## config.mk

```make
export PLATFORM = sky130hd
export DESIGN_NAME = mdu_ctrl
export DESIGN_NICKNAME = d
export VERILOG_FILES = /design/src/rtl/mdu_ctrl.sv
export SDC_FILE = /design/constraint.sdc
export NUM_CORES = 2
export LEC_CHECK = 0
export CAP_MARGIN = 25
export CORE_MARGIN = 2
export CORE_UTILIZATION = 65
export CTS_CLUSTER_DIAMETER = 150
export DETAILED_ROUTE_END_ITERATION = 12
export GPL_TIMING_DRIVEN = 0
export PLACE_DENSITY_LB_ADDON = 0.25
export SYNTH_ARGS = -nofsm -noshare
export SYNTH_HDL_FRONTEND = slang
export SYNTH_SLANG_ARGS = --single-unit
```

## constraint.sdc

```tcl
create_clock -name clk_i -period 9.9 [get_ports clk_i]
set_input_delay 2.97 -clock clk_i [delete_from_list [all_inputs] [get_ports clk_i]]
set_output_delay 2.97 -clock clk_i [all_outputs]
set_load 0.05 [all_outputs]
```

## src/rtl/mdu_ctrl.sv

```systemverilog
// mdu_ctrl: MIPS multiply/divide sequencer owning the architectural HI/LO.
// Multiplies complete after MUL_CYCLES cycles; divides use a 32-step radix-2
// restoring divider followed by a sign-fix cycle.
module mdu_ctrl #(
    parameter int unsigned MUL_CYCLES     = 2,
    parameter bit          DIV_EARLY_ZERO = 1'b1
) (
    input  logic        clk_i,
    input  logic        rst_i,
    input  logic        op_valid_i,
    input  logic [2:0]  op_i,
    input  logic [31:0] rs_i,
    input  logic [31:0] rt_i,
    input  logic        flush_i,
    output logic        busy_o,
    output logic        done_o,
    output logic [31:0] hi_o,
    output logic [31:0] lo_o
);

    typedef enum logic [1:0] {S_IDLE, S_MUL, S_DIV, S_FIX} state_t;
    typedef enum logic [2:0] {
        OP_NOP   = 3'd0,
        OP_MULT  = 3'd1,
        OP_MULTU = 3'd2,
        OP_DIV   = 3'd3,
        OP_DIVU  = 3'd4,
        OP_MTHI  = 3'd5,
        OP_MTLO  = 3'd6,
        OP_RSVD  = 3'd7
    } op_t;

    localparam logic [4:0] MUL_CNT_INIT = 5'(MUL_CYCLES - 1);
    localparam logic [4:0] DIV_CNT_INIT = 5'd31;

    state_t      state_q;
    logic [4:0]  cnt_q;
    logic [31:0] a_q;      // multiplier, or dividend shifting out / quotient shifting in
    logic [31:0] b_q;      // multiplicand, or divisor magnitude
    logic [31:0] rem_q;    // partial remainder; holds raw rs on divide by zero
    logic [31:0] hi_q;
    logic [31:0] lo_q;
    logic        sgn_q;
    logic        dz_q;
    logic        qneg_q;
    logic        rneg_q;
    logic        done_q;

    op_t         op;
    logic        rs_neg;
    logic        rt_neg;
    logic [31:0] rs_mag;
    logic [31:0] rt_mag;
    logic [63:0] ext_a;
    logic [63:0] ext_b;
    logic [63:0] prod;
    logic [32:0] rem_sh;
    logic [31:0] rem_sub;
    logic        rem_ge;
    logic [31:0] q_fix;
    logic [31:0] r_fix;

    assign busy_o = (state_q != S_IDLE);
    assign done_o = done_q;
    assign hi_o   = hi_q;
    assign lo_o   = lo_q;

    // Operand conditioning, product, one divider step and final sign fix-up.
    always_comb begin
        op      = op_t'(op_i);
        rs_neg  = (op == OP_DIV) && rs_i[31];
        rt_neg  = (op == OP_DIV) && rt_i[31];
        rs_mag  = rs_neg ? (~rs_i + 32'd1) : rs_i;
        rt_mag  = rt_neg ? (~rt_i + 32'd1) : rt_i;
        ext_a   = sgn_q ? {{32{a_q[31]}}, a_q} : {32'b0, a_q};
        ext_b   = sgn_q ? {{32{b_q[31]}}, b_q} : {32'b0, b_q};
        prod    = ext_a * ext_b;
        rem_sh  = {rem_q, a_q[31]};
        rem_ge  = (rem_sh >= {1'b0, b_q});
        // When rem_sh >= b the difference is below b, so 32 bits suffice.
        rem_sub = rem_sh[31:0] - b_q;
        q_fix   = qneg_q ? (~a_q + 32'd1) : a_q;
        r_fix   = rneg_q ? (~rem_q + 32'd1) : rem_q;
    end

    // Sequencer: accept, multiply countdown, divide iterations, fix-up and HI/LO writes.
    always_ff @(posedge clk_i or posedge rst_i) begin
        if (rst_i) begin
            state_q <= S_IDLE;
            cnt_q   <= '0;
            a_q     <= '0;
            b_q     <= '0;
            rem_q   <= '0;
            hi_q    <= '0;
            lo_q    <= '0;
            sgn_q   <= 1'b0;
            dz_q    <= 1'b0;
            qneg_q  <= 1'b0;
            rneg_q  <= 1'b0;
            done_q  <= 1'b0;
        end else begin
            done_q <= 1'b0;
            if (flush_i) begin
                state_q <= S_IDLE;
            end else begin
                case (state_q)
                    S_IDLE: begin
                        if (op_valid_i) begin
                            case (op)
                                OP_MTHI: hi_q <= rs_i;
                                OP_MTLO: lo_q <= rs_i;
                                OP_MULT, OP_MULTU: begin
                                    a_q     <= rs_i;
                                    b_q     <= rt_i;
                                    sgn_q   <= (op == OP_MULT);
                                    cnt_q   <= MUL_CNT_INIT;
                                    state_q <= S_MUL;
                                end
                                OP_DIV, OP_DIVU: begin
                                    a_q     <= rs_mag;
                                    b_q     <= rt_mag;
                                    dz_q    <= (rt_i == '0);
                                    rem_q   <= (rt_i == '0) ? rs_i : '0;
                                    qneg_q  <= rs_neg ^ rt_neg;
                                    rneg_q  <= rs_neg;
                                    cnt_q   <= DIV_CNT_INIT;
                                    state_q <= ((rt_i == '0) && DIV_EARLY_ZERO) ? S_FIX : S_DIV;
                                end
                                default: ;
                            endcase
                        end
                    end
                    S_MUL: begin
                        if (cnt_q == '0) begin
                            hi_q    <= prod[63:32];
                            lo_q    <= prod[31:0];
                            done_q  <= 1'b1;
                            state_q <= S_IDLE;
                        end else begin
                            cnt_q <= cnt_q - 5'd1;
                        end
                    end
                    S_DIV: begin
                        // A zero divisor only burns cycles; rem_q keeps the raw dividend.
                        if (!dz_q) begin
                            a_q   <= {a_q[30:0], rem_ge};
                            rem_q <= rem_ge ? rem_sub : rem_sh[31:0];
                        end
                        if (cnt_q == '0) begin
                            state_q <= S_FIX;
                        end else begin
                            cnt_q <= cnt_q - 5'd1;
                        end
                    end
                    S_FIX: begin
                        if (dz_q) begin
                            hi_q <= rem_q;
                            lo_q <= '1;
                        end else begin
                            hi_q <= r_fix;
                            lo_q <= q_fix;
                        end
                        done_q  <= 1'b1;
                        state_q <= S_IDLE;
                    end
                    default: state_q <= S_IDLE;
                endcase
            end
        end
    end

endmodule

```

==> flow_summary.json <==
{
  "cts.sinks": 172,
  "via_count": 53480,
  "fmax_mhz": 100.0,
  "final_util": 0.7077,
  "syn_nets": 8638,
  "final_nets": 8820,
  "finalSetupViolCount": 4,
  "die_x_um": 309.5,
  "cts_max_level": 4,
  "synth.avg_cell_area_um2": 8.929,
  "skew_ps": 12.08,
  "initial_core_util": 0.6531,
  "crit_path_start_kind": "register",
  "root_buffer": "clkbuf_16",
  "yosysSeqAreaShare": 0.07093,
  "fin_crit_ps": 9998,
  "status": "finished, violations left",
  "drtPass1Iterations": 9,
  "critPathKind": "reg2reg",
  "portBuffers": 128,
  "slowest_stage": "clkbuf_1",
  "synth_cells": 6796,
  "core_area_mm2": 0.09291,
  "cts_max_path_buffers": 2,
  "layout-drive-gt1-share": 0.04878,
  "synthXorXnorAreaFrac": 0.03493,
  "drc": 0,
  "cp.arrival_ps": 10370,
  "synth_top_family_by_area": "adder cells",
  "num_io_pins": 137,
  "muxShareOfSynthArea": 0.002495,
  "grt_pass1_vias": 54430,
  "final_cell_mix": "inv_1 (1599), fa_1 (1414), nand2_1 (730), and2_1 (514), ha_1 (350)",
  "reg2reg_from": "b_q[20]",
  "crit_top_cell": "fa_1",
  "clock_latency_ps": 480,
  "endpoint_kind": "register",
  "critPathMaxFanout": 11,
  "antenna_found_initial": 39,
  "place_congestion": 1.133,
  "r2r_slack_ps": -100,
  "track_usage": 0.5479,
  "critPathBufInv": 6,
  "die_y_um": 309.5,
  "grt_first_pass_wirelength_mm": 364.7,
  "fillers": 7351,
  "max_slew_margin": 0.1472,
  "timing.setup.tns_ps": -217.0,
  "postPlaceCellArea_mm2": 0.06437,
  "area_growth_pct": 8.357,
  "max_stage_delay_ps": 890,
  "final_common_cell": "inv_1",
  "async_reset_ff_frac": 1.000,
  "drt_iter0_drc": 7600,
  "ys_ff_latch": 172,
  "grt_max_degree": 123,
  "placed_cells": 8227,
  "die_area_mm2": 0.09581,
  "hpwl_mm": 213.9,
  "setup_ws_ps": -98.39,
  "yosys-top-cells-area": "fa_1 (47%), inv_1 (9.9%), ha_1 (7.2%)",
  "synth-compound-area-share": 0.08250,
  "overflow": 0,
  "synthAdderAreaFrac": 0.5412,
  "stdcell_count": 8304,
  "wl_per_cell_um": 30.74,
  "r2r_end": "hi_o[28]",
  "synth_edf_count": 0,
  "min_from": "hi_o[1]",
  "drv_slew": 0,
  "ys_types": 80,
  "clk_pin_slew_worst_paths_ps": 80,
  "wirelength_mm": 255.3,
  "hold_class": "reg2reg",
  "violations": "setup timing",
  "yosysWarnings": 0,
  "rsz0062_at_grt": "true",
  "synthFlopType": "dfrtp_1",
  "yosysTopAreaCell": "fa_1",
  "rows": 112,
  "hold_depth": 2,
  "ant_nets": 0,
  "tightest_slew_ps": 1279,
  "reg2regPathDepth": 28,
  "hold_viol_final": 0,
  "synth_top_area_share": 0.4685,
  "period_share": 1.010,
  "drv_cap": 0,
  "finalInstanceArea_mm2": 0.06575,
  "vias_per_cell": 6.440,
  "worstHoldEndpoint": "hi_o[1]",
  "crit_required_ps": 10270,
  "cts_tree": "built",
  "path_delay_family": "adder cells",
  "cts_buffers": 17,
  "netlist_area_mm2": 0.06068,
  "yosys.area_share.simple": 0.1455
}
==> repair_timing <==
| action | in CTS | in global routing |
|---|---|---|
| pin swaps | 2 | 8 |
| gates resized for setup | 178 | 176 |
| gates cloned | 0 | 0 |
| setup buffers | 3 | 19 |
| hold buffers | 0 | 0 |
| setup endpoints to repair | 33 | 23 |
==> metrics by stage <==
| stage | worst slack [ps] | hold WS [ps] |
|---|---|---|
| 2_1_floorplan | 780.0 | 465.7 |
| 3_3_place_gp | -2080 | 469.5 |
| 3_5_place_dp | -1836 | 474.2 |
| 4_1_cts | 3.004 | 492.0 |
| 5_1_grt | -58.21 | 512.9 |
| 6_report | -98.39 | 491.9 |
==> worst max path at each step <==
| stage | start | to | slack, ps | depth (start not counted) |
|---|---|---|---|---|
| after detailed placement | a_q[31] | hi_o[25] | -1840 | 29 |
| final | b_q[20] | hi_o[28] | -100 | 28 |
| after floorplan | a_q[31] | hi_o[25] | 780 | 29 |
| after global placement | a_q[6] | hi_o[29] | -2080 | 31 |
| after global routing | a_q[31] | hi_o[27] | -60 | 29 |
| after CTS | a_q[16] | hi_o[30] | 3 | 32 |
==> flip-flops by register name (all words and copies together) (netlist names) <==
signal,count
lo_o,32
sgn_q,1
qneg_q,1
hi_o,32
rneg_q,1
cnt_q,5
b_q,32
state_q,2
rem_q,32
a_q,32
dz_q,1
done_o,1
==> routing by layer <==
layer | share of wire | track usage | wire length [um]
met5 | 0.0032 | 0.04398 | 819
met4 | 0.10 | 0.4303 | 26600
met3 | 0.17 | 0.2864 | 44170
met2 | 0.39 | 0.7469 | 100700
met1 | 0.33 | 0.6439 | 82990
==> cell usage after synthesis, types with 21 or more instances <==
cell type,count
a211oi_1,25
a21o_1,59
a21oi_1,263
a221oi_1,45
a22oi_1,25
a31oi_1,40
and2_1,516
and3_1,38
buf_1,37
clkbuf_1,331
dfrtp_1,172
fa_1,1420
ha_1,351
inv_1,1602
nand2_1,732
nand3_1,44
nand4_1,23
nor2_1,296
nor3_1,38
o21ai_0,179
o21bai_1,21
o31ai_1,28
or3_1,22
xnor2_1,172
xor2_1,70
==> kinds of logic after synthesis <==
group	Yosys count
flip-flops	172
multiplexers	15
adder cells (fa/ha/maj)	1773
AND/OR/NAND/NOR	1818
AO/OA/AOI/OAI	801
XOR/XNOR	242
buffers and inverters	1975
==> worst register-to-register path: cells and delay by family, from the launching register on <==
kind,cells,cell delay (ps)
and+or+nand+nor,4,1150
AOI/OAI and AO/OA,7,1780
DFF,1,640
adders and majority gates,11,4990
buffers and inverters,6,1370
==> final cells by class <==
class	instances	area, um^2	share of cell area
inverter	1603	6032	0.09174
buffer	332	1550	0.02358
timing repair buffer	203	2337	0.03555
clock inverter	14	183.9	0.002797
multi-input combinational	4649	49130	0.7473
antenna	59	147.6	0.002245
sequential	172	4357	0.06626
tap	1254	1569	0.02386
clock buffer	18	439.2	0.006679
Power is not shown: default switching activity piles up to over one toggle a cycle in this logic, so the estimate is an artifact.
